### config.mk
export PLATFORM = sky130hd
export DESIGN_NAME = icap_xfer_ctrl
export DESIGN_NICKNAME = d
export VERILOG_FILES = /design/src/rtl/icap_xfer_ctrl.sv
export SDC_FILE = /design/constraint.sdc
export NUM_CORES = 1
export LEC_CHECK = 0
export ABC_CLOCK_PERIOD_IN_PS = 4800
export BUFFER_PORTS_ARGS = -buffer_cell sky130_fd_sc_hd__buf_4
export CAP_MARGIN = 0
export CORE_ASPECT_RATIO = 0.5
export CORE_MARGIN = 3
export CORE_UTILIZATION = 56
export CTS_BUF_LIST = sky130_fd_sc_hd__clkbuf_16
export CTS_CLUSTER_DIAMETER = 60
export CTS_CLUSTER_SIZE = 10
export DETAILED_ROUTE_END_ITERATION = 12
export GPL_TIMING_DRIVEN = 0
export PLACE_DENSITY = 0.77
export SYNTH_ARGS = -nofsm -noshare
export SYNTH_HDL_FRONTEND = slang
export SYNTH_SLANG_ARGS = --single-unit
### constraint.sdc
create_clock -name clk -period 4.8 [get_ports clk]
set_input_delay 0.96 -clock clk [delete_from_list [all_inputs] [get_ports clk]]
set_output_delay 0.96 -clock clk [all_outputs]
set_load 0.005 [all_outputs]
### src/rtl/icap_xfer_ctrl.sv
// ICAPE2 transfer controller: a write FIFO streams bitstream words into the ICAP, and readback
// words flow into a read FIFO, with reads issued only while the FIFO can absorb them.
module icap_xfer_ctrl #(
    parameter int BUS_WIDTH  = 32,
    parameter int FIFO_DEPTH = 16,
    parameter int RD_LATENCY = 3,
    parameter int BIT_SWAP   = 1
) (
    input  logic                 clk,
    input  logic                 rst,
    input  logic [BUS_WIDTH-1:0] wr_data,
    input  logic                 wr_valid,
    output logic                 wr_ready,
    input  logic                 rd_start,
    input  logic [15:0]          rd_words,
    output logic [BUS_WIDTH-1:0] rd_data,
    output logic                 rd_valid,
    input  logic                 rd_ready,
    output logic                 busy,
    output logic                 done,
    output logic [3:0]           status,
    output logic                 icap_csib,
    output logic                 icap_rdwrb,
    output logic [BUS_WIDTH-1:0] icap_i,
    input  logic [BUS_WIDTH-1:0] icap_o
);

    localparam int AW = $clog2(FIFO_DEPTH);
    localparam int PW = AW + 1;

    localparam logic [2:0] S_IDLE    = 3'd0;
    localparam logic [2:0] S_WRITE   = 3'd1;
    localparam logic [2:0] S_TURN_RD = 3'd2;
    localparam logic [2:0] S_READ    = 3'd3;
    localparam logic [2:0] S_DRAIN   = 3'd4;
    localparam logic [2:0] S_TURN_WR = 3'd5;

    logic [2:0]           state_q, state_d;
    logic                 icap_csib_q, icap_csib_d;
    logic                 icap_rdwrb_q, icap_rdwrb_d;
    logic [BUS_WIDTH-1:0] icap_i_q, icap_i_d;
    logic [3:0]           status_q, status_d;
    logic [15:0]          words_q, words_d;
    logic [15:0]          issued_q, issued_d;
    logic [PW-1:0]        inflight_q, inflight_d;
    logic [RD_LATENCY-1:0] lat_sr_q, lat_sr_d;

    logic [BUS_WIDTH-1:0] wf_mem [FIFO_DEPTH];
    logic [PW-1:0]        wf_wptr_q, wf_rptr_q;
    logic [BUS_WIDTH-1:0] rf_mem [FIFO_DEPTH];
    logic [PW-1:0]        rf_wptr_q, rf_rptr_q;

    logic                 wf_empty, wf_full, wf_push, wf_pop;
    logic                 rf_empty, rf_push, rf_pop;
    logic [PW-1:0]        rf_count, rf_free;
    logic                 rd_on_bus, issue;
    logic [BUS_WIDTH-1:0] wf_rdata, wf_rdata_sw, icap_o_sw;

    // Optional bit reversal inside every byte, applied to both ICAP directions.
    for (genvar gi = 0; gi < BUS_WIDTH; gi++) begin : g_swap
        localparam int SRC = (BIT_SWAP != 0) ? ((gi / 8) * 8 + 7 - (gi % 8)) : gi;
        assign wf_rdata_sw[gi] = wf_rdata[SRC];
        assign icap_o_sw[gi]   = icap_o[SRC];
    end

    // Each issued read walks down this pipe and lands in the read FIFO as it falls out.
    assign lat_sr_d[0] = rd_on_bus;
    for (genvar gi = 1; gi < RD_LATENCY; gi++) begin : g_lat
        assign lat_sr_d[gi] = lat_sr_q[gi-1];
    end

    assign wf_empty = (wf_wptr_q == wf_rptr_q);
    assign wf_full  = (wf_wptr_q[AW] != wf_rptr_q[AW]) && (wf_wptr_q[AW-1:0] == wf_rptr_q[AW-1:0]);
    assign wr_ready = !rst && !wf_full;
    assign wf_push  = wr_valid && wr_ready;
    assign wf_pop   = (state_q == S_WRITE) && !wf_empty;
    assign wf_rdata = wf_mem[wf_rptr_q[AW-1:0]];

    assign rf_empty = (rf_wptr_q == rf_rptr_q);
    assign rf_count = rf_wptr_q - rf_rptr_q;
    assign rf_free  = PW'(FIFO_DEPTH) - rf_count;
    assign rf_push  = lat_sr_q[RD_LATENCY-1];
    assign rd_valid = !rst && !rf_empty;
    assign rf_pop   = rd_valid && rd_ready;
    assign rd_data  = rf_mem[rf_rptr_q[AW-1:0]];

    assign rd_on_bus  = !icap_csib_q && icap_rdwrb_q;
    assign busy       = (state_q != S_IDLE);
    assign done       = (state_q == S_TURN_WR);
    assign status     = status_q;
    assign icap_csib  = icap_csib_q;
    assign icap_rdwrb = icap_rdwrb_q;
    assign icap_i     = icap_i_q;

    always_ff @(posedge clk) begin
        if (wf_push) wf_mem[wf_wptr_q[AW-1:0]] <= wr_data;
        if (rf_push) rf_mem[rf_wptr_q[AW-1:0]] <= icap_o_sw;
    end

    always_comb begin
        state_d      = state_q;
        icap_csib_d  = 1'b1;
        icap_rdwrb_d = icap_rdwrb_q;
        icap_i_d     = icap_i_q;
        words_d      = words_q;
        issued_d     = issued_q;
        issue        = 1'b0;
        status_d     = status_q;
        case (state_q)
            S_IDLE: begin
                if (icap_csib_q && icap_o_sw[1:0] == 2'b11) status_d = icap_o_sw[7:4];
                if (!wf_empty) begin
                    state_d = S_WRITE;
                end else if (rd_start && rd_words != 16'd0) begin
                    state_d      = S_TURN_RD;
                    icap_rdwrb_d = 1'b1;
                    words_d      = rd_words;
                    issued_d     = 16'd0;
                end
            end
            S_WRITE: begin
                if (!wf_empty) begin
                    icap_csib_d = 1'b0;
                    icap_i_d    = wf_rdata_sw;
                end else begin
                    state_d = S_IDLE;
                end
            end
            S_TURN_RD, S_READ: begin
                state_d = S_READ;
                // Free space must cover every read still in the pipe, so a push can never overflow.
                if (issued_q != words_q && rf_free > inflight_q) begin
                    issue       = 1'b1;
                    icap_csib_d = 1'b0;
                    issued_d    = issued_q + 16'd1;
                end
                if (issued_d == words_q) state_d = S_DRAIN;
            end
            S_DRAIN: begin
                if (inflight_q == '0) begin
                    state_d      = S_TURN_WR;
                    icap_rdwrb_d = 1'b0;
                end
            end
            S_TURN_WR: state_d = S_IDLE;
            default:   state_d = S_IDLE;
        endcase
        inflight_d = inflight_q + PW'(issue) - PW'(rf_push);
    end

    always_ff @(posedge clk) begin
        if (rst) begin
            state_q      <= S_IDLE;
            icap_csib_q  <= 1'b1;
            icap_rdwrb_q <= 1'b0;
            icap_i_q     <= '0;
            status_q     <= 4'b1001;
            words_q      <= '0;
            issued_q     <= '0;
            inflight_q   <= '0;
            lat_sr_q     <= '0;
            wf_wptr_q    <= '0;
            wf_rptr_q    <= '0;
            rf_wptr_q    <= '0;
            rf_rptr_q    <= '0;
        end else begin
            state_q      <= state_d;
            icap_csib_q  <= icap_csib_d;
            icap_rdwrb_q <= icap_rdwrb_d;
            icap_i_q     <= icap_i_d;
            status_q     <= status_d;
            words_q      <= words_d;
            issued_q     <= issued_d;
            inflight_q   <= inflight_d;
            lat_sr_q     <= lat_sr_d;
            wf_wptr_q    <= wf_wptr_q + PW'(wf_push);
            wf_rptr_q    <= wf_rptr_q + PW'(wf_pop);
            rf_wptr_q    <= rf_wptr_q + PW'(rf_push);
            rf_rptr_q    <= rf_rptr_q + PW'(rf_pop);
        end
    end

endmodule
Yosys cells after proc, flatten, opt, wreduce, memory -nomap -nowiden:

Memories as Yosys holds them, arrays and structs flattened. A register that Yosys moved wholly into a read port is not among the register bits.
Cells that the tools add are included.

* memories kept: 2
* flip-flop bits (word level): 69
* memory bits (writable): 1024
* output and inout port bits: 74

* $add $sub $neg: 9
* order comparisons: 1
* bitwise operators: 1
* equal/unequal tests: 17
* reductions and logical operators: 28
* muxes and demuxes: 25

Memories
* rf_mem: depth 16, width 32, read ports 1, clocked after memory_dff 1, wr ports 1, RTL line 50 `logic [BUS_WIDTH-1:0] rf_mem [FIFO_DEPTH];`
* wf_mem: depth 16, width 32, read ports 1, clocked after memory_dff 1, wr ports 1, RTL line 48 `logic [BUS_WIDTH-1:0] wf_mem [FIFO_DEPTH];`

Operators by type and width (number)
* 16-bit 2-to-1 mux: 4
* 16-bit one-hot mux with 2 select lines: 1
* 5-bit by 1-bit adder with 5-bit output: 5
* 16-bit by 1-bit adder with 16-bit output, second input constant: 1
* 16-bit equality test: 1
* 16-bit != test: 1
* 16-bit nonzero test: 1
* 3-bit 2-to-1 mux: 5
* 3-bit one-hot mux with 4 select lines: 1
* 1-bit 2-to-1 mux: 11
* 5-bit equality test: 2
* 1-bit logical AND: 10
* 3-bit AND reduction: 3
* 2-bit != test, second input constant: 4
* 3-bit by 2-bit equality test with 1-bit output, second input constant: 2
* 3-bit equality test, second input constant: 2
* 5-bit > comparator: 1
* 1-bit zero test: 5
* 5-bit zero test: 1
* 5-bit by 1-bit subtractor with 5-bit output: 1
* 5-bit subtractor: 1
* 5-bit subtractor, first input constant: 1
* 4-bit equality test: 1
* 4-bit 2-to-1 mux: 1
* other kinds (12): 15

Depth between registers and ports, before layout:

* word-level depth: 9
* gate-level depth with buffers: 25
* depth with buffers taken out: 22

Worst setup path after synthesis:

OpenSTA, ideal clock, no wires.

* path type: register to register
* start: reg rf_rptr_q[0]
* end: reg inflight_q[4]
* arrival: 4.974 ns
* stages on the path, launching flop included: 24
* setup slack: -0.244 ns
* cell sequence: dfxtp_1 > buf_1 > buf_2 > inv_1 > ha_1 > inv_1 > ha_1 > fa_1 > ha_1 > nand4_1 > o221ai_1 > and2_1 > buf_2 > nand2_1 > nor2_1 > inv_2 > ha_1 > inv_1 > ha_1 > fa_1 > a21oi_1 > nor2_1 > or3_1 > a21oi_1

* word-level cells in the longest chain between the ends: 8

RTL lines
* from (decl): RTL line 51 `logic [PW-1:0] rf_wptr_q, rf_rptr_q;`
* from (signal assigned): RTL line 179 `rf_rptr_q <= rf_rptr_q + PW'(rf_pop);`
* 5-bit subtractor: RTL line 80 `assign rf_count = rf_wptr_q - rf_rptr_q;`
* 5-bit subtractor: RTL line 81 `assign rf_free = PW'(FIFO_DEPTH) - rf_count;`
* 5-bit > comparator: RTL line 132 `if (issued_q != words_q && rf_free > inflight_q) begin`
* 1-bit logical AND: RTL line 132
* 1-bit 2-to-1 mux: RTL line 132
* 1-bit 2-to-1 mux: RTL line 109 `case (state_q)`
* 5-bit by 1-bit adder with 5-bit output: RTL line 148 `inflight_d = inflight_q + PW'(issue) - PW'(rf_push);`
* 5-bit by 1-bit subtractor with 5-bit output: RTL line 148
* to (signal assigned): RTL line 174 `inflight_q <= inflight_d;`
* to (decl): RTL line 45 `logic [PW-1:0] inflight_q, inflight_d;`

Every way passes these cells.
A chain may end at the register's enable or synchronous reset.

==> impl_metrics.toml <==
[status]
outcome = "finished clean"

[cells_and_area]
area_growth_pct = 16.7
utilization_pct = 66.9
nets = 2532
drive_gt1_share_pct = 30.9
fin_cells = 3512

[pwr]
power_density_nw_per_um2 = 414
max-vdd-ir-drop_mv = 0.243
leakagePower_nw = 16.3

[floorplanning]
core_area_sq_um = 76100
start_util_pct = 57.3
fp.dieH_um = 203
die_w_um = 401
io-pin-count = 159
num_rows = 71
die_area_sq_um = 81500

[critical_path]
cpLargestDelayFamily = "buffers and inverters"
crit_type = "reg -> out"
worstSetupEndpointType = "primary output"
crit_path_max_incr_delay_ns = 0.71
arrival_ns = 3.75
critPathMaxFanout = 10
reg2reg_slack_ns = 0.15
worstPathCellList = "clkbuf_1 -> clkbuf_1 -> mux4_2 -> mux4_2 -> buf_4"
crit_path_top_delay_cell = "clkbuf_1"
crit_buf_inv = 3
crit_path_start_kind = "flip-flop"
worstPathRequired_ns = 3.84

[logic_synthesis]
postSynthAreaPerCell_sq_um = 21.0
synthCells = 2075
synth-edff-count = 1024
synth_common_cells = "1,024 x edfxtp_1, 320 x mux4_2, 101 x dfxtp_1"
syn-cell-area_sq_um = 43700
yosys-top-cells-area = "edfxtp_1 70%, mux4_2 17%, dfxtp_1 4.6%, ha_1 0.77%, nand2_1 0.74%"
synth.most_common_cell = "edfxtp_1"
synthArstFlopShare_pct = 0
ys_seq_area_share_pct = 75.1
synth_ff_type = "edfxtp_1"
synth_seq_cells = 1125
yosysUniqueCellTypes = 59
synth_fp_nets = 2189
yosys.area.top_type = "edfxtp_1"
yosysTopAreaCellShare_pct = 70.4
synth_warnings = 0

[detailed_routing]
routed-via-count = 22800
vias_per_cell = 6.48
routed_wirelength_um = 107000
ant_nets = 0
routedWlPerCell_um = 30.4
drtPass1Iterations = 5
drc = 0
drt_iter0_drc = 2883

[global_routing]
grt_pass1_wl_um = 157000
grt_pass1_vias = 23700
track_usage_pct = 26.6
antenna_found_initial = 2
grt_max_degree = 25
gr-total-overflow = 0

[clocking]
numClockSinks = 1125
clockBufferDepth = 3
htreeDepth = 4
cts-buffers-inserted = 130
path_clk_slew_ns = 0.06
root_buffer = "clkbuf_16"
tritoncts = "built"
clock_latency_ns = 0.72
holdBufCountCts = 0

[timing]
post-route-period-util_pct = 98.2
rsz0062_at_grt = "true"
finalCriticalPeriod_ns = 4.71
finalHoldViolCount = 0
finalSetupViolCount = 0
fmax_mhz = 212
tns_ns = 0
worstMarginPinSlew_ns = 1.23
timing.hold.ws_ns = 0.455
slew_headroom_pct = 18.0
skew_ns = 0.0276
drv_slew = 0

[job]
max-cap-violations = 0

[hold_path]
hp-class = "reg -> reg"

[placement]
port_buffers = 158
hpwl_um = 62300
gp_congestion = 0.902
placedCellCount = 3308
logic make-up after synthesis:
logic type               Yosys count  synth area share [%]
adder cells (fa/ha/maj)           29                 0.866
AND/OR/NAND/NOR                  273                  3.03
XOR/XNOR                          51                  1.09
buffers and inverters            137                  1.27
AO/OA/AOI/OAI                    122                  1.75
multiplexers                     338                  16.9
flip-flops                      1125                  75.1
state kept, by name, indices dropped and copies added, names as in the netlist:
| name | count |
|---|---|
| state_q | 3 |
| icap_csib | 1 |
| wf_wptr_q | 5 |
| words_q | 16 |
| rf_rptr_q | 5 |
| inflight_q | 5 |
| rf_mem | 512 |
| wf_rptr_q | 5 |
| wf_mem | 512 |
| icap_rdwrb | 1 |
| issued_q | 16 |
| rf_wptr_q | 5 |
| lat_sr_q | 3 |
| icap_i | 32 |
| status | 4 |
layer usage:
metal | wire, um | track usage [%]
met2 | 53700 | 43.7
met3 | 9480 | 5.12
met5 | 13 | 0
met4 | 3390 | 9.75
met1 | 40100 | 36.3
worst register-to-register path, delay by kind of cell (launching register included):
family                     cells  cell delay (ns)
AOI/OAI and AO/OA              3             0.52
adders and majority gates      7             1.87
buffers and inverters          7             0.70
and+or+nand+nor                6             0.96
DFF                            1             0.38
xor gates and xnor gates       1             0.16
through the flow:
step	total power, mW	instance area [sq um]	setup WS (ns)
2_1_floorplan	12.0	43700	0.0357
3_3_place_gp	12.5	46100	-2.65
3_5_place_dp	12.5	47200	-1.12
4_1_cts	21.2	50900	-0.00648
5_1_grt	21.7	51000	-0.0418
6_report	21.1	51000	0.0879
worst paths after layout:
check / cells past startpoint / to / start
max: 5 / rd_data[29] / rf_rptr_q[1]$_SDFF_PP0_
min: 1 / lat_sr_q[2]$_SDFF_PP0_ / lat_sr_q[1]$_SDFF_PP0_
max reg2reg: 24 / inflight_q[4]$_SDFF_PP0_ / rf_rptr_q[0]$_SDFF_PP0_
min reg2reg: 1 / lat_sr_q[2]$_SDFF_PP0_ / lat_sr_q[1]$_SDFF_PP0_
timing repair:
action	in CTS	in global routing
endpoints found under the setup margin	48	25
buffers inserted	1	1
pin swaps	1	4
gates resized for setup	28	14
cell type report:
| type | count | area, sq um |
|---|---|---|
| Clock buffer | 131 | 3280 |
| Clock inverter | 72 | 375 |
| Tap cell | 1022 | 1280 |
| Fill cell | 4683 | 25200 |
| Antenna cell | 1 | 2.50 |
| Multi-Input combinational cell | 813 | 10600 |
| Sequential cell | 1125 | 32800 |
| Inverter | 24 | 90.1 |
| Buffer | 111 | 538 |
| Timing Repair Buffer | 213 | 2040 |
cells in the final DEF, fill, tap and decap left out, types with 18 or more instances in the layout:
cell	instances
buf_2	24
buf_12	22
clkbuf_16	131
nor2_4	25
buf_6	25
a21oi_1	57
nand2_1	85
mux2i_1	18
buf_4	163
ha_1	25
dfxtp_1	99
edfxtp_1	1024
xor2_1	22
mux4_2	320
xnor2_1	25
nor2_1	48
inv_1	81
nand3_1	27
clkbuf_1	67
where the power goes:
part           internal (mW)  switching, mW  total [mW]
clock network           4.90           3.78        8.68
registers               10.8         0.0902        10.9
logic                  0.632          0.898        1.53
total                   16.3           4.76        21.1
Note: power is estimated with default switching activity, not from simulation.
